--- config.mk ---
export PLATFORM = sky130hd
export DESIGN_NAME = mips_fetch_queue
export DESIGN_NICKNAME = d
export VERILOG_FILES = /design/src/rtl/mips_fetch_queue.sv
export SDC_FILE = /design/constraint.sdc
export NUM_CORES = 1
export LEC_CHECK = 0
export ABC_AREA = 1
export ABC_CLOCK_PERIOD_IN_PS = 4500
export CORE_MARGIN = 8
export CORE_UTILIZATION = 35
export CTS_CLUSTER_SIZE = 40
export DETAILED_ROUTE_END_ITERATION = 10
export GPL_TIMING_DRIVEN = 0
export HOLD_SLACK_MARGIN = 0.08
export PLACE_DENSITY_LB_ADDON = 0.2
export SLEW_MARGIN = 20
export SYNTH_ARGS = -nofsm -noshare
export SYNTH_HDL_FRONTEND = slang
export SYNTH_SLANG_ARGS = --single-unit
--- constraint.sdc ---
create_clock -name clk -period 4.5 [get_ports clk]
set_input_delay 0.9 -clock clk [delete_from_list [all_inputs] [get_ports clk]]
set_output_delay 0.9 -clock clk [all_outputs]
set_load 0.01 [all_outputs]
--- src/rtl/mips_fetch_queue.sv ---
// Instruction fetch front end: owns the PC, issues in-order fetches under a credit
// limit, buffers responses in a DEPTH-entry queue and pre-decodes the head for decode.
module mips_fetch_queue #(
   parameter int                ADDR_W   = 32,
   parameter int                DEPTH    = 4,
   parameter logic [ADDR_W-1:0] RESET_PC = '0
) (
   input  logic                     clk,
   input  logic                     rst,
   output logic                     imem_req_valid,
   input  logic                     imem_req_ready,
   output logic [ADDR_W-1:0]        imem_req_addr,
   input  logic                     imem_resp_valid,
   input  logic [31:0]              imem_resp_data,
   input  logic                     redirect_valid,
   input  logic [ADDR_W-1:0]        redirect_pc,
   output logic                     out_valid,
   input  logic                     out_ready,
   output logic [ADDR_W-1:0]        out_pc,
   output logic [31:0]              out_instr,
   output logic [5:0]               out_opcode,
   output logic [4:0]               out_rs,
   output logic [4:0]               out_rt,
   output logic [4:0]               out_rd,
   output logic [4:0]               out_shamt,
   output logic [5:0]               out_funct,
   output logic [15:0]              out_imm,
   output logic [ADDR_W-1:0]        out_simm,
   output logic [ADDR_W-1:0]        out_jtarget,
   output logic [$clog2(DEPTH):0]   out_count
);
   localparam int PW = $clog2(DEPTH);
   localparam int CW = PW + 1;
   // Outstanding may exceed DEPTH: stale fetches still in flight after a redirect
   // do not hold credits, so leave headroom above the live limit.
   localparam int OW = CW + 2;
   localparam logic [ADDR_W-1:0] PC_INC = ADDR_W'(4);
   localparam logic [ADDR_W-1:0] JMASK  = ADDR_W'(28'hFFF_FFFF);
   localparam logic [CW-1:0]     FULL   = CW'(DEPTH);

   logic [ADDR_W-1:0] pc, resp_pc;
   logic [ADDR_W-1:0] q_pc    [DEPTH];
   logic [31:0]       q_instr [DEPTH];
   logic [PW-1:0]     wr_ptr, rd_ptr;
   logic [CW-1:0]     count;
   logic [OW-1:0]     outstanding, drop, out_n;
   logic [OW:0]       inflight;
   logic              hs, push, pop;
   logic [ADDR_W-1:0] npc;

   assign inflight       = (OW+1)'(count) + (OW+1)'(outstanding) - (OW+1)'(drop);
   assign imem_req_valid = rst && (inflight < (OW+1)'(DEPTH));
   assign imem_req_addr  = pc;
   assign hs             = imem_req_valid && imem_req_ready;
   assign out_n          = outstanding + OW'(hs) - OW'(imem_resp_valid);

   assign out_valid = (count != '0);
   assign pop       = out_valid && out_ready && !redirect_valid;
   assign push      = rst && imem_resp_valid && !redirect_valid && (drop == '0);

   always_ff @(posedge clk) begin
      if (!rst) begin
         pc          <= RESET_PC;
         resp_pc     <= RESET_PC;
         wr_ptr      <= '0;
         rd_ptr      <= '0;
         count       <= '0;
         outstanding <= '0;
         drop        <= '0;
      end else begin
         outstanding <= out_n;
         if (redirect_valid) begin
            // A response landing this cycle is already excluded from out_n.
            pc      <= redirect_pc;
            resp_pc <= redirect_pc;
            wr_ptr  <= '0;
            rd_ptr  <= '0;
            count   <= '0;
            drop    <= out_n;
         end else begin
            if (hs)
               pc <= pc + PC_INC;
            if (imem_resp_valid && drop != '0)
               drop <= drop - OW'(1);
            if (push) begin
               wr_ptr  <= wr_ptr + PW'(1);
               resp_pc <= resp_pc + PC_INC;
            end
            if (pop)
               rd_ptr <= rd_ptr + PW'(1);
            count <= count + CW'(push) - CW'(pop);
            if (push && !pop)
               assert (count != FULL);
         end
      end
   end

   always_ff @(posedge clk) begin
      if (push) begin
         q_pc[wr_ptr]    <= resp_pc;
         q_instr[wr_ptr] <= imem_resp_data;
      end
   end

   assign out_count   = count;
   assign out_pc      = out_valid ? q_pc[rd_ptr]    : '0;
   assign out_instr   = out_valid ? q_instr[rd_ptr] : '0;
   assign out_opcode  = out_instr[31:26];
   assign out_rs      = out_instr[25:21];
   assign out_rt      = out_instr[20:16];
   assign out_rd      = out_instr[15:11];
   assign out_shamt   = out_instr[10:6];
   assign out_funct   = out_instr[5:0];
   assign out_imm     = out_instr[15:0];
   assign out_simm    = {{(ADDR_W-16){out_instr[15]}}, out_instr[15:0]};
   assign npc         = out_pc + PC_INC;
   assign out_jtarget = (npc & ~JMASK) | ADDR_W'({out_instr[25:0], 2'b00});
endmodule

==> impl_metrics.ini <==
[setup_path]
cp_cell_sequence = inv_1, buf_2, buf_2, buf_1, nor2_1, o21ai_0, a21oi_4, buf_12, buf_4, clkdlybuf4s50_1
cp.required_ns = 3.60
endpoint = out_simm[23]
cpLargestDelayFamily = buffers and inverters
startpoint_type = register
crit_type = register to output pin
r2r-start = out_count[1]$_SDFF_PP0_
cp_common_cell = buf_2
rr_endpoint = drop[4]$_SDFFE_PN0P_
crit_slowest_cell = buf_1
crit_path_max_incr_delay_ns = 0.49
ff2ff_setup_slack_ns = 0.55
crit_path_max_fanout = 11
crit_cells = 10
r2r_cells = 19
crit_buf_inv = 7
worstPathArrival_ns = 3.37
critPathCaptureType = output pin

[die]
rows = 81
io_pins = 283
chipWidth_microns = 237.9
dieArea_sq_um = 56620
core_area_sq_um = 48750
die_y_microns = 237.9
initial_core_util = 0.3537

[sta]
rsz0062_at_grt = no
period_needed_ns = 4.270
worst_hold_slack_ns = 0.4699
finalSetupViolCount = 0
fmax_mhz = 234.2
setup_tns_ns = 0
finClkSkew_ns = 0.01568
worst_slew_pin_slew_ns = 0.8128
slew_headroom = 0.4581
drv_slew = 0
finalHoldViolations = 0
worst_slack_ns = 0.2298
finalCritPeriodShare = 0.9489

[power_and_ir_drop]
p_per_area_nw_per_um2 = 350.8
peakVddDrop_mv = 0.2173
leakage_nw = 8.748

[detailed_routing]
wl_mm = 54.92
final_antenna_net_count = 0
drc = 0
vias = 14400
drtPass1Iterations = 5
vias_per_cell = 4.722
wl_per_cell_microns = 18.01
drt_iter0_markers = 931

[yosys]
async_reset_ff_frac = 0
synthCells = 2018
ys_ff_latch = 339
synth_warnings = 0
synth_ff_type = edfxtp_1
ys_seq_area_frac = 0.5423
synth_area_per_cell_sq_um = 8.543
netlist_area_sq_um = 17240
synth_cell_types = 42
synth_edf_count = 256

[cts]
cts_tree = built
htreeDepth = 2
clkSinkCount = 339
clk_pin_slew_ns = 0.06
clock_latency_ns = 0.57
clockBufferDepth = 3
root_buffer = clkbuf_16
cts_buffers = 40

[global_routing]
grt_pass1_wl_mm = 83.08
grt_overflow = 0
grt_pass1_vias = 13970
grtUsageTotal = 0.1884
grt_max_degree = 23
antenna_found_initial = 1

[final_layout]
fin_nets = 2449
utilization = 0.4623
layout-drive-gt1-share = 0.1060
n_antenna_cell = 0
fillCellCount = 4731
area.growth.synth_to_final_pct = 30.71

[placement]
portBuffers = 279
globalplace.congestion = 0.9070
dp_hpwl_mm = 41.42
dp_slack_ns = 0.2207

[outcome]
status = finished, final reports clean

[job]
cap_violations = 0

[min_path]
hp-class = register to register
==> logic make-up (layout without fill, tap and decap cells) <==
logic type / after synthesis / in the layout / synth area share
buffers and inverters: 375 / 741 / 0.1124
XOR/XNOR: 22 / 22 / 0.01118
AND/OR/NAND/NOR: 1004 / 1004 / 0.2383
other: 1 / 2 / 0.0002175
adder cells (fa/ha/maj): 25 / 25 / 0.01989
flip-flops: 339 / 339 / 0.5423
AO/OA/AOI/OAI: 252 / 253 / 0.07569
==> how the worst min path moves through the flow <==
stage	to	cells past startpoint	startpoint	slack, ns
finish	imem_req_addr[0]$_SDFFE_PN0P_	2	imem_req_addr[0]$_SDFFE_PN0P_	0.47
CTS	imem_req_addr[0]$_SDFFE_PN0P_	2	imem_req_addr[0]$_SDFFE_PN0P_	0.48
global placement	imem_req_addr[0]$_SDFFE_PN0P_	2	imem_req_addr[0]$_SDFFE_PN0P_	0.46
global route	imem_req_addr[1]$_SDFFE_PN0P_	2	imem_req_addr[1]$_SDFFE_PN0P_	0.51
floorplan	register	2	rd_ptr[1]$_SDFFE_PP0P_	0.44
detailed placement	imem_req_addr[0]$_SDFFE_PN0P_	2	imem_req_addr[0]$_SDFFE_PN0P_	0.46
==> what timing repair did <==
item	4_1_cts	5_1_grt
pin swaps	0	2
hold buffers	0	0
gates cloned	0	1
gates resized for setup	1	3
setup buffers	0	1
setup endpoints to repair	21	18
==> power breakdown <==
| part | internal (mW) | switching (mW) |
|---|---|---|
| sequential | 3.48 | 0.119 |
| clock | 1.87 | 1.30 |
| combinational | 0.478 | 0.660 |
| total | 5.83 | 2.08 |
==> worst reg2reg max path, cell delays in order, from the launching register on <==
cell	delay, ns
dfxtp_1	0.45
inv_1	0.10
fa_1	0.54
inv_1	0.04
ha_1	0.27
nand3b_1	0.10
nand2_1	0.06
nand2_1	0.05
nand2_1	0.14
nand3_4	0.20
buf_2	0.31
ha_1	0.29
inv_1	0.06
ha_1	0.16
inv_1	0.06
fa_1	0.39
o21ai_0	0.23
xor2_1	0.18
inv_1	0.07
a211oi_1	0.19
==> state kept, by name (all words and copies together) (netlist names), named ones only <==
signal and count:
drop 5, imem_req_addr 32, out_count 3, outstanding 5, q_instr 128, q_pc 128, rd_ptr 2, resp_pc 32
wr_ptr 2
==> routing by layer <==
metal  track usage  wire [microns]  share of wire  vias to the layer above
li1              -               -              -                     7160
met1        0.2327           23220           0.42                     6662
met2        0.3278           26620           0.48                      494
met3       0.04038            3655          0.067                       85
met4       0.05598            1420          0.026                        2
met5             0              11        0.00020                        -
==> metrics by stage <==
stage	power (mW)	instances	cell area (sq um)
finish	7.906	3050	22530
detailed placement	4.803	2974	21200
floorplan	4.335	2019	17240
CTS	7.982	3048	22500
global placement	4.776	2962	20870
global route	8.264	3050	22530
==> final cells by class <==
type                            instances  area, sq um  share of cell area
Tap cell                              664        830.8             0.03687
Sequential cell                       339         9349              0.4149
Inverter                              189        714.4             0.03170
Buffer                                186         1225             0.05436
Clock buffer                           53         1122             0.04981
Multi-Input combinational cell       1306         6015              0.2669
Clock inverter                         21        165.2            0.007329
Timing Repair Buffer                  292         3113              0.1381
==> cells in the final DEF (no fill, tap or decap), types with 3 or more instances in the layout <==
master,n
nor2_4,7
clkinvlp_4,3
o21ai_1,3
ha_1,21
buf_4,115
nor3_1,13
inv_1,182
inv_2,6
clkbuf_16,42
o21ai_0,122
buf_6,8
dfxtp_1,83
buf_1,7
clkbuf_8,3
nand3_1,134
o21bai_1,3
nor2_2,8
nand2_1,500
nand4_1,11
clkinv_1,7
xnor2_1,6
nand3b_1,12
fa_1,4
buf_2,27
clkdlybuf4s50_1,279
nor2_1,311
a31oi_1,5
buf_12,5
clkinv_2,8
edfxtp_1,256
a21oi_1,107
buf_16,8
xor2_1,16
a211oi_1,3
clkbuf_1,36
==> synth_stat cells (4+ instances only) <==
cell        n  area [sq um]
o21ai_0   122         610.6
a31oi_1     5         31.28
nor2_1    315          1182
nand3b_1   12         90.09
fa_1        4         80.08
nand3_1   134         670.6
dfxtp_1    83          1662
edfxtp_1  256          7687
clkbuf_1   29         108.9
nor2_2      8         50.05
buf_4     115         863.3
inv_2       6         22.52
nor3_1     13         65.06
nand4_1    11         68.82
inv_1     182         683.2
buf_6       8         90.09
buf_2      27         135.1
buf_1       7         26.28
ha_1       21         262.8
xnor2_1     6         52.55
a21oi_1   108         540.5
xor2_1     16         140.1
nand2_1   500          1877
No activity file was read; power rests on OpenSTA's default activity.
